**src/rtl/apb_timer_pkg.sv**
```systemverilog
`default_nettype none
// ============================================================================
//  Module      : apb_timer_pkg
//  Description : Shared constants for the APB RISC-V machine timer: register
//                byte offsets, reset values and a DIV sanitising helper.
//  Revision    : 1.0 - initial release
// ============================================================================
package apb_timer_pkg;

    // Offsets are decoded from paddr[7:0] only.
    typedef logic [7:0] reg_off_t;

    localparam reg_off_t TIMER_CTRL      = 8'h00;
    localparam reg_off_t TIMER_DIV       = 8'h04;
    localparam reg_off_t TIMER_MTIME     = 8'h08;
    localparam reg_off_t TIMER_MTIMEH    = 8'h0C;
    localparam reg_off_t TIMER_CMP_BASE  = 8'h10;
    localparam reg_off_t TIMER_CMP_SELF  = 8'h80;
    localparam reg_off_t TIMER_CMP_SELFH = 8'h84;

    localparam logic [63:0] TIMER_MTIMECMP_RST = 64'hFFFF_FFFF_FFFF_FFFF;
    localparam logic [15:0] TIMER_DIV_RST      = 16'd1;

    // A divide-by-zero is meaningless; store it as divide-by-one.
    function automatic logic [15:0] div_sanitize(input logic [15:0] i_div);
        return (i_div == 16'd0) ? 16'd1 : i_div;
    endfunction

endpackage : apb_timer_pkg
`default_nettype wire

```
**src/rtl/timer_prescaler.sv**
```systemverilog
`default_nettype none
// ============================================================================
//  Module      : timer_prescaler
//  Description : Holds the DIV register and the prescaler count. Emits a
//                one-cycle tick every DIV enabled cycles; that tick advances
//                mtime in the top level.
//  Ports       : clk, rst        - clock, synchronous active-high reset
//                i_en            - CTRL.EN, count advances while high
//                i_div_we        - DIV write strobe (access phase)
//                i_div_wdata     - value written to DIV
//                o_div           - current DIV value (for readback)
//                o_tick          - mtime increment request
//  Revision    : 1.0 - initial release
// ============================================================================
module timer_prescaler
    import apb_timer_pkg::*;
(
    input  logic        clk,
    input  logic        rst,
    input  logic        i_en,
    input  logic        i_div_we,
    input  logic [15:0] i_div_wdata,
    output logic [15:0] o_div,
    output logic        o_tick
);

    logic [15:0] r_div;
    logic [15:0] r_count;
    logic        w_wrap;

    assign w_wrap = (r_count == (r_div - 16'd1));

    // A DIV write restarts the count, so the old period cannot tick that cycle.
    assign o_tick = i_en & w_wrap & ~i_div_we;
    assign o_div  = r_div;

    always_ff @(posedge clk) begin
        if (rst) begin
            r_div   <= TIMER_DIV_RST;
            r_count <= 16'd0;
        end else if (i_div_we) begin
            r_div   <= div_sanitize(i_div_wdata);
            r_count <= 16'd0;
        end else if (i_en) begin
            r_count <= w_wrap ? 16'd0 : (r_count + 16'd1);
        end
    end

endmodule : timer_prescaler
`default_nettype wire

```
**src/rtl/apb_riscv_timer.sv**
```systemverilog
`default_nettype none
// ============================================================================
//  Module      : apb_riscv_timer
//  Description : APB slave implementing the RISC-V machine timer: a 64-bit
//                mtime counter driven by a prescaler and one 64-bit mtimecmp
//                per hart, each producing a registered level interrupt.
//                Zero wait states; reads are combinational from paddr.
//  Ports       : clk, rst            - clock, synchronous active-high reset
//                apbs_psel/penable   - APB select / access phase
//                apbs_pwrite         - 1 = write
//                apbs_paddr          - byte address, bits [7:0] decoded
//                apbs_pwdata         - write data
//                apbs_phartid        - requesting hart (for the SELF alias)
//                apbs_pready         - tied 1
//                apbs_prdata         - read data (0 on error)
//                apbs_pslverr        - error response in the access phase
//                timer_irq           - per-hart machine timer interrupt
//  Revision    : 1.0 - initial release
// ============================================================================
module apb_riscv_timer
    import apb_timer_pkg::*;
#(
    parameter int N_HARTS = 2,
    parameter int W_PADDR = 16,
    parameter int W_DATA  = 32
) (
    input  logic               clk,
    input  logic               rst,
    input  logic               apbs_psel,
    input  logic               apbs_penable,
    input  logic               apbs_pwrite,
    input  logic [W_PADDR-1:0] apbs_paddr,
    input  logic [W_DATA-1:0]  apbs_pwdata,
    input  logic [31:0]        apbs_phartid,
    output logic               apbs_pready,
    output logic [W_DATA-1:0]  apbs_prdata,
    output logic               apbs_pslverr,
    output logic [N_HARTS-1:0] timer_irq
);

    // Hart index width; the CMP window plus SELF alias at 0x80 limits
    // N_HARTS to 14 within the 8-bit decoded offset space.
    localparam int          W_HIDX    = (N_HARTS > 1) ? $clog2(N_HARTS) : 1;
    localparam logic [8:0]  c_CMP_END = 9'(32'(TIMER_CMP_BASE) + 8 * N_HARTS);

    // ------------------------------------------------------------------
    // State
    // ------------------------------------------------------------------
    logic               r_en;
    logic [63:0]        r_mtime;
    logic [63:0]        r_cmp [N_HARTS];
    logic [N_HARTS-1:0] r_irq;

    // ------------------------------------------------------------------
    // Address decode
    // ------------------------------------------------------------------
    logic [7:0]        w_off;
    logic [7:0]        w_cmp_rel;
    logic              w_err;
    logic              w_hit_ctrl;
    logic              w_hit_div;
    logic              w_hit_mtl;
    logic              w_hit_mth;
    logic              w_hit_cmp;
    logic              w_cmp_hi;
    logic [W_HIDX-1:0] w_cmp_idx;

    assign w_off     = apbs_paddr[7:0];
    assign w_cmp_rel = w_off - TIMER_CMP_BASE;

    always_comb begin
        w_err      = 1'b0;
        w_hit_ctrl = 1'b0;
        w_hit_div  = 1'b0;
        w_hit_mtl  = 1'b0;
        w_hit_mth  = 1'b0;
        w_hit_cmp  = 1'b0;
        w_cmp_hi   = 1'b0;
        w_cmp_idx  = '0;
        if (w_off[1:0] != 2'b00) begin
            w_err = 1'b1;
        end else if (w_off == TIMER_CTRL) begin
            w_hit_ctrl = 1'b1;
        end else if (w_off == TIMER_DIV) begin
            w_hit_div = 1'b1;
        end else if (w_off == TIMER_MTIME) begin
            w_hit_mtl = 1'b1;
        end else if (w_off == TIMER_MTIMEH) begin
            w_hit_mth = 1'b1;
        end else if ((w_off == TIMER_CMP_SELF) || (w_off == TIMER_CMP_SELFH)) begin
            // Alias resolves to the requesting hart; unknown harts error out.
            if (apbs_phartid < 32'(N_HARTS)) begin
                w_hit_cmp = 1'b1;
                w_cmp_idx = apbs_phartid[W_HIDX-1:0];
                w_cmp_hi  = w_off[2];
            end else begin
                w_err = 1'b1;
            end
        end else if (({1'b0, w_off} >= {1'b0, TIMER_CMP_BASE}) &&
                     ({1'b0, w_off} <  c_CMP_END)) begin
            // Each hart owns an 8-byte slot: low word at +0, high at +4.
            w_hit_cmp = 1'b1;
            w_cmp_idx = w_cmp_rel[3 +: W_HIDX];
            w_cmp_hi  = w_off[2];
        end else begin
            w_err = 1'b1;
        end
    end

    // Writes commit only in the access phase and never on an errored access.
    logic w_wr;
    assign w_wr = apbs_psel & apbs_penable & apbs_pwrite & ~w_err;

    // ------------------------------------------------------------------
    // Prescaler
    // ------------------------------------------------------------------
    logic        w_tick;
    logic [15:0] w_div;

    timer_prescaler u_prescaler (
        .clk         (clk),
        .rst         (rst),
        .i_en        (r_en),
        .i_div_we    (w_wr & w_hit_div),
        .i_div_wdata (apbs_pwdata[15:0]),
        .o_div       (w_div),
        .o_tick      (w_tick)
    );

    // ------------------------------------------------------------------
    // CTRL and mtime
    // ------------------------------------------------------------------
    always_ff @(posedge clk) begin
        if (rst) begin
            r_en <= 1'b0;
        end else if (w_wr & w_hit_ctrl) begin
            r_en <= apbs_pwdata[0];
        end
    end

    // A software write to either half wins over a tick in the same cycle;
    // that increment is dropped rather than deferred.
    always_ff @(posedge clk) begin
        if (rst) begin
            r_mtime <= 64'd0;
        end else if (w_wr & w_hit_mtl) begin
            r_mtime[31:0] <= apbs_pwdata;
        end else if (w_wr & w_hit_mth) begin
            r_mtime[63:32] <= apbs_pwdata;
        end else if (w_tick) begin
            r_mtime <= r_mtime + 64'd1;
        end
    end

    // ------------------------------------------------------------------
    // mtimecmp registers and interrupts
    // ------------------------------------------------------------------
    logic [N_HARTS-1:0] w_cmp_ge;

    for (genvar h = 0; h < N_HARTS; h++) begin : g_harts
        assign w_cmp_ge[h] = (r_mtime >= r_cmp[h]);
    end

    always_ff @(posedge clk) begin
        if (rst) begin
            for (int h = 0; h < N_HARTS; h++) begin
                r_cmp[h] <= TIMER_MTIMECMP_RST;
            end
            r_irq <= '0;
        end else begin
            for (int h = 0; h < N_HARTS; h++) begin
                if (w_wr && w_hit_cmp && (w_cmp_idx == W_HIDX'(h))) begin
                    if (w_cmp_hi) begin
                        r_cmp[h][63:32] <= apbs_pwdata;
                    end else begin
                        r_cmp[h][31:0] <= apbs_pwdata;
                    end
                end
            end
            r_irq <= w_cmp_ge;
        end
    end

    assign timer_irq = r_irq;

    // ------------------------------------------------------------------
    // Read path
    // ------------------------------------------------------------------
    logic [W_DATA-1:0] w_rdata;

    always_comb begin
        w_rdata = '0;
        if (w_hit_ctrl) begin
            w_rdata = {31'd0, r_en};
        end else if (w_hit_div) begin
            w_rdata = {16'd0, w_div};
        end else if (w_hit_mtl) begin
            w_rdata = r_mtime[31:0];
        end else if (w_hit_mth) begin
            w_rdata = r_mtime[63:32];
        end else if (w_hit_cmp) begin
            w_rdata = w_cmp_hi ? r_cmp[w_cmp_idx][63:32] : r_cmp[w_cmp_idx][31:0];
        end
    end

    assign apbs_pready  = 1'b1;
    assign apbs_prdata  = apbs_psel ? w_rdata : '0;
    assign apbs_pslverr = apbs_psel & apbs_penable & w_err;

    // Address bits above the decoded byte and the unused slices of the
    // relative CMP offset are intentionally ignored.
    logic w_unused;
    assign w_unused = ^{apbs_paddr[W_PADDR-1:8], w_cmp_rel};

endmodule : apb_riscv_timer
`default_nettype wire
```
**config.mk**
```make
export PLATFORM = sky130hd
export DESIGN_NAME = apb_riscv_timer
export DESIGN_NICKNAME = d
export VERILOG_FILES = /design/src/rtl/apb_timer_pkg.sv /design/src/rtl/timer_prescaler.sv /design/src/rtl/apb_riscv_timer.sv
export SDC_FILE = /design/constraint.sdc
export NUM_CORES = 1
export LEC_CHECK = 0
export CORE_MARGIN = 4
export CORE_UTILIZATION = 44
export CTS_CLUSTER_DIAMETER = 150
export CTS_CLUSTER_SIZE = 14
export DETAILED_ROUTE_END_ITERATION = 7
export PLACE_DENSITY_LB_ADDON = 0.15
export SLEW_MARGIN = 10
export SYNTH_ARGS = -nofsm -noshare
export SYNTH_HDL_FRONTEND = slang
export SYNTH_SLANG_ARGS = --single-unit
```
**constraint.sdc**
```tcl
create_clock -name clk -period 16.8 [get_ports clk]
set_input_delay 1.68 -clock clk [delete_from_list [all_inputs] [get_ports clk]]
set_output_delay 1.68 -clock clk [all_outputs]
set_load 0.05 [all_outputs]
```
==> results.tsv <==
metric	value	unit
setup bufs post-CTS	0	
drt first pass iters	6	
final WL	54130	µm
CTS tree	yes	
Synth Area per Inst	9.064	µm²
vias per cell	6.355	
first-pass GRT wire length	81790	µm
Port Buffers	111	
Internal	0.8774	mW
Post-synth EDFFs	128	
vias	14260	
Synth Instances	1711	
Final WS setup	8.719	ns
Crit Path Category	in -> out	
CTS max path bufs	3	
routability cong.	0.8920	
Synth top area share	0.2478	
area grow syn2layout	13.88	%
WP data arrival	6.40	ns
setup tns final	0	ns
switch share	0.2535	
cts repair resizes	0	
Die ar.	38310	µm²
Tcrit/Tclk final	0.4810	
area leader, netlist	edfxtp_1	
DIE WIDTH	195.7	µm
Async SR Flop Fraction	0	
Final Util	0.5100	
#FFs+latches synth	227	
Top FF cell, synth	edfxtp_1	
ratio of cells with drive above 1 in the final layout	0.05813	
Sink Count	227	
dpl ws	8.762	ns
Clk network pwr share	0.391	
critical path required time	15.12	ns
sw power	0.2980	mW
register area share after synthesis	0.3756	
DRC Markers	0	
worst hold margin	0.5443	ns
vias in the first global route	13560	
Flop pwr share	0.519	
WHS Path Cells	2	
max_cap viols	0	
initial antenna violation count	1	
syn_nets	1927	
logic gate share of total power	0.090	
Worst Hold Class	reg -> reg	
worst r2r dst	r_mtime[16]	
Slew Limit Fails	0	
largest net degree at the start of global routing	54	
# setup viols final	0	
YS warnings	0	
final hold vios	0	
Reg-to-Reg Start	u_prescaler.o_div[0]	
nets@finish	1991	
CP endpoint kind	output pin	
worst setup path startpoint	apbs_paddr[3]	
GRT Total Usage	0.2711	
starting density of the core	0.4479	
reg2reg setup slack	12.77	ns
Clk Latency, worst-skew pair	0.54	ns
FMAX	123.8	MHz
CP Capture Point	apbs_prdata[20]	
Power Density	66.55	nW/µm²
R2R depth	9	
Initial DRC Count	1681	
cell area after synthesis	15510	µm²
# H-tree levels	1	
diode count	0	
clk_skew	0.02581	ns
clock root cell	clkbuf_16	
largest cells by area after synthesis	edfxtp_1 (25%), dfxtp_1 (13%), ha_1 (11%)	
# rows	68	
leakage power	6.939	nW
Tmin final	8.081	ns
core area	34630	µm²
highest ir drop seen on vdd	0.07221	mV
clock-pin slew on the worst setup and hold paths	0.07	ns
Slew HR	0.3136	
HPWL after DPL	38500	µm
RSZ-0062 raised after global routing	no	
crit-path max FO	16	
I/O pin cnt	121	
DR WL/cell	24.12	µm
Final ANT Viol Nets	0	
worst slew pin tran	1.022	ns
Die H	195.7	µm
gr ovfl total	0	
number of buffers created by CTS	20	
Synth cell types	78	
Critical Path Start Type	primary input	
status	completed	
hold buffers post-CTS	0	
[cells in the mapped netlist, drive strengths merged (16+ instances only)]
cell type / instances
xnor2: 18
or4: 25
a311oi: 31
dfxtp: 99
or3: 21
mux4: 17
a21oi: 107
a22o: 20
nor4: 27
xor2: 19
mux2i: 22
nand3: 64
nand4: 49
ha: 131
and3: 27
a21o: 39
nand2: 111
nor3: 79
o21ai: 74
nand2b: 36
nor2: 99
o31ai: 22
inv: 148
edfxtp: 128
clkbuf: 85
o22a: 16
o21a: 45
[registers in the layout, summed over array words and instances (netlist names)]
register,cells
timer_irq,2
u_prescaler.o_div,16
u_prescaler.r_count,16
r_en,1
r_cmp,128
r_mtime,64
[metrics by stage]
stage | cells | total power [mW] | area [µm²]
final | 2244 | 1.175 | 17660
after detailed placement | 2208 | 0.7271 | 17070
after global placement | 2208 | 0.7253 | 17070
after CTS | 2244 | 1.180 | 17660
after global routing | 2244 | 1.209 | 17660
after floorplan | 1711 | 0.6723 | 15510
[power groups by stage]
stage	Clock [mW]	Combinational (mW)	Sequential, mW
final	0.460	0.106	0.610
after global routing	0.483	0.115	0.611
after CTS	0.465	0.106	0.609
after detailed placement	0	0.105	0.622
after global placement	0	0.104	0.621
after floorplan	0	0.0533	0.619
[how the worst min path moves through the flow]
stage                                     start                    end  slack [ns]
after floorplan            u_prescaler.o_div[9]   u_prescaler.o_div[9]        0.48
after global placement    u_prescaler.o_div[12]  u_prescaler.o_div[12]        0.52
after detailed placement  u_prescaler.o_div[12]  u_prescaler.o_div[12]        0.53
after CTS                 u_prescaler.o_div[12]  u_prescaler.o_div[12]        0.54
after global routing       u_prescaler.o_div[5]   u_prescaler.o_div[5]        0.58
final                     u_prescaler.o_div[12]  u_prescaler.o_div[12]        0.54
[layout by cell type, fill, tap and decap left out, types with 21 or more instances in the layout]
cell	count
a21o_1	39
edfxtp_1	128
inv_1	148
mux2i_1	22
nand3_1	62
clkbuf_16	21
o21ai_0	72
nand2b_1	36
dfxtp_1	99
nand4_1	48
nor2_1	98
o21a_1	45
o31ai_1	21
nor3_1	77
or4_1	24
and3_1	27
buf_4	28
a311oi_1	31
ha_1	131
nor4_1	25
nand2_1	111
clkdlybuf4s50_1	109
a21oi_1	106
[cells by family after synthesis]
kind of cell,Yosys count,share of synthesized area
simple gates,584,0.1984
compound gates,446,0.1993
buf+inv,246,0.06099
flops,227,0.3756
fa+ha+maj,131,0.1057
mux,39,0.03889
xor+xnor,37,0.02090
other cells,1,0.0002418
[metal layers]
metal / wire, µm / share of wire / vias up / global-route usage
met5: 13 / 0.00024 / - / 0
met3: 5128 / 0.095 / 111 / 0.05684
met1: 23880 / 0.44 / 6890 / 0.3855
met2: 23320 / 0.43 / 701 / 0.4154
li1: - / - / 6556 / -
met4: 1790 / 0.033 / 2 / 0.08560
[critical path: stages]
cell	delay, ns
clkdlybuf4s50_1	0.60
nor4b_1	0.42
nand4_1	0.14
nor3_1	0.42
o21ai_0	0.40
nor2_1	0.19
buf_4	0.27
nand3_1	0.75
o22a_1	0.47
o21ai_0	0.13
clkdlybuf4s50_1	0.90
[area by class of cell]
cell class,instances,area [µm²]
fillers,3329,16970
flip-flops and latches,227,5826
clock inverters,1,16.27
clock buffers,35,578.1
repair buffers,139,1311
inverters,149,559.3
multi-input cells,1238,8801
well taps,455,569.3
No activity file was read; power rests on OpenSTA's default activity.
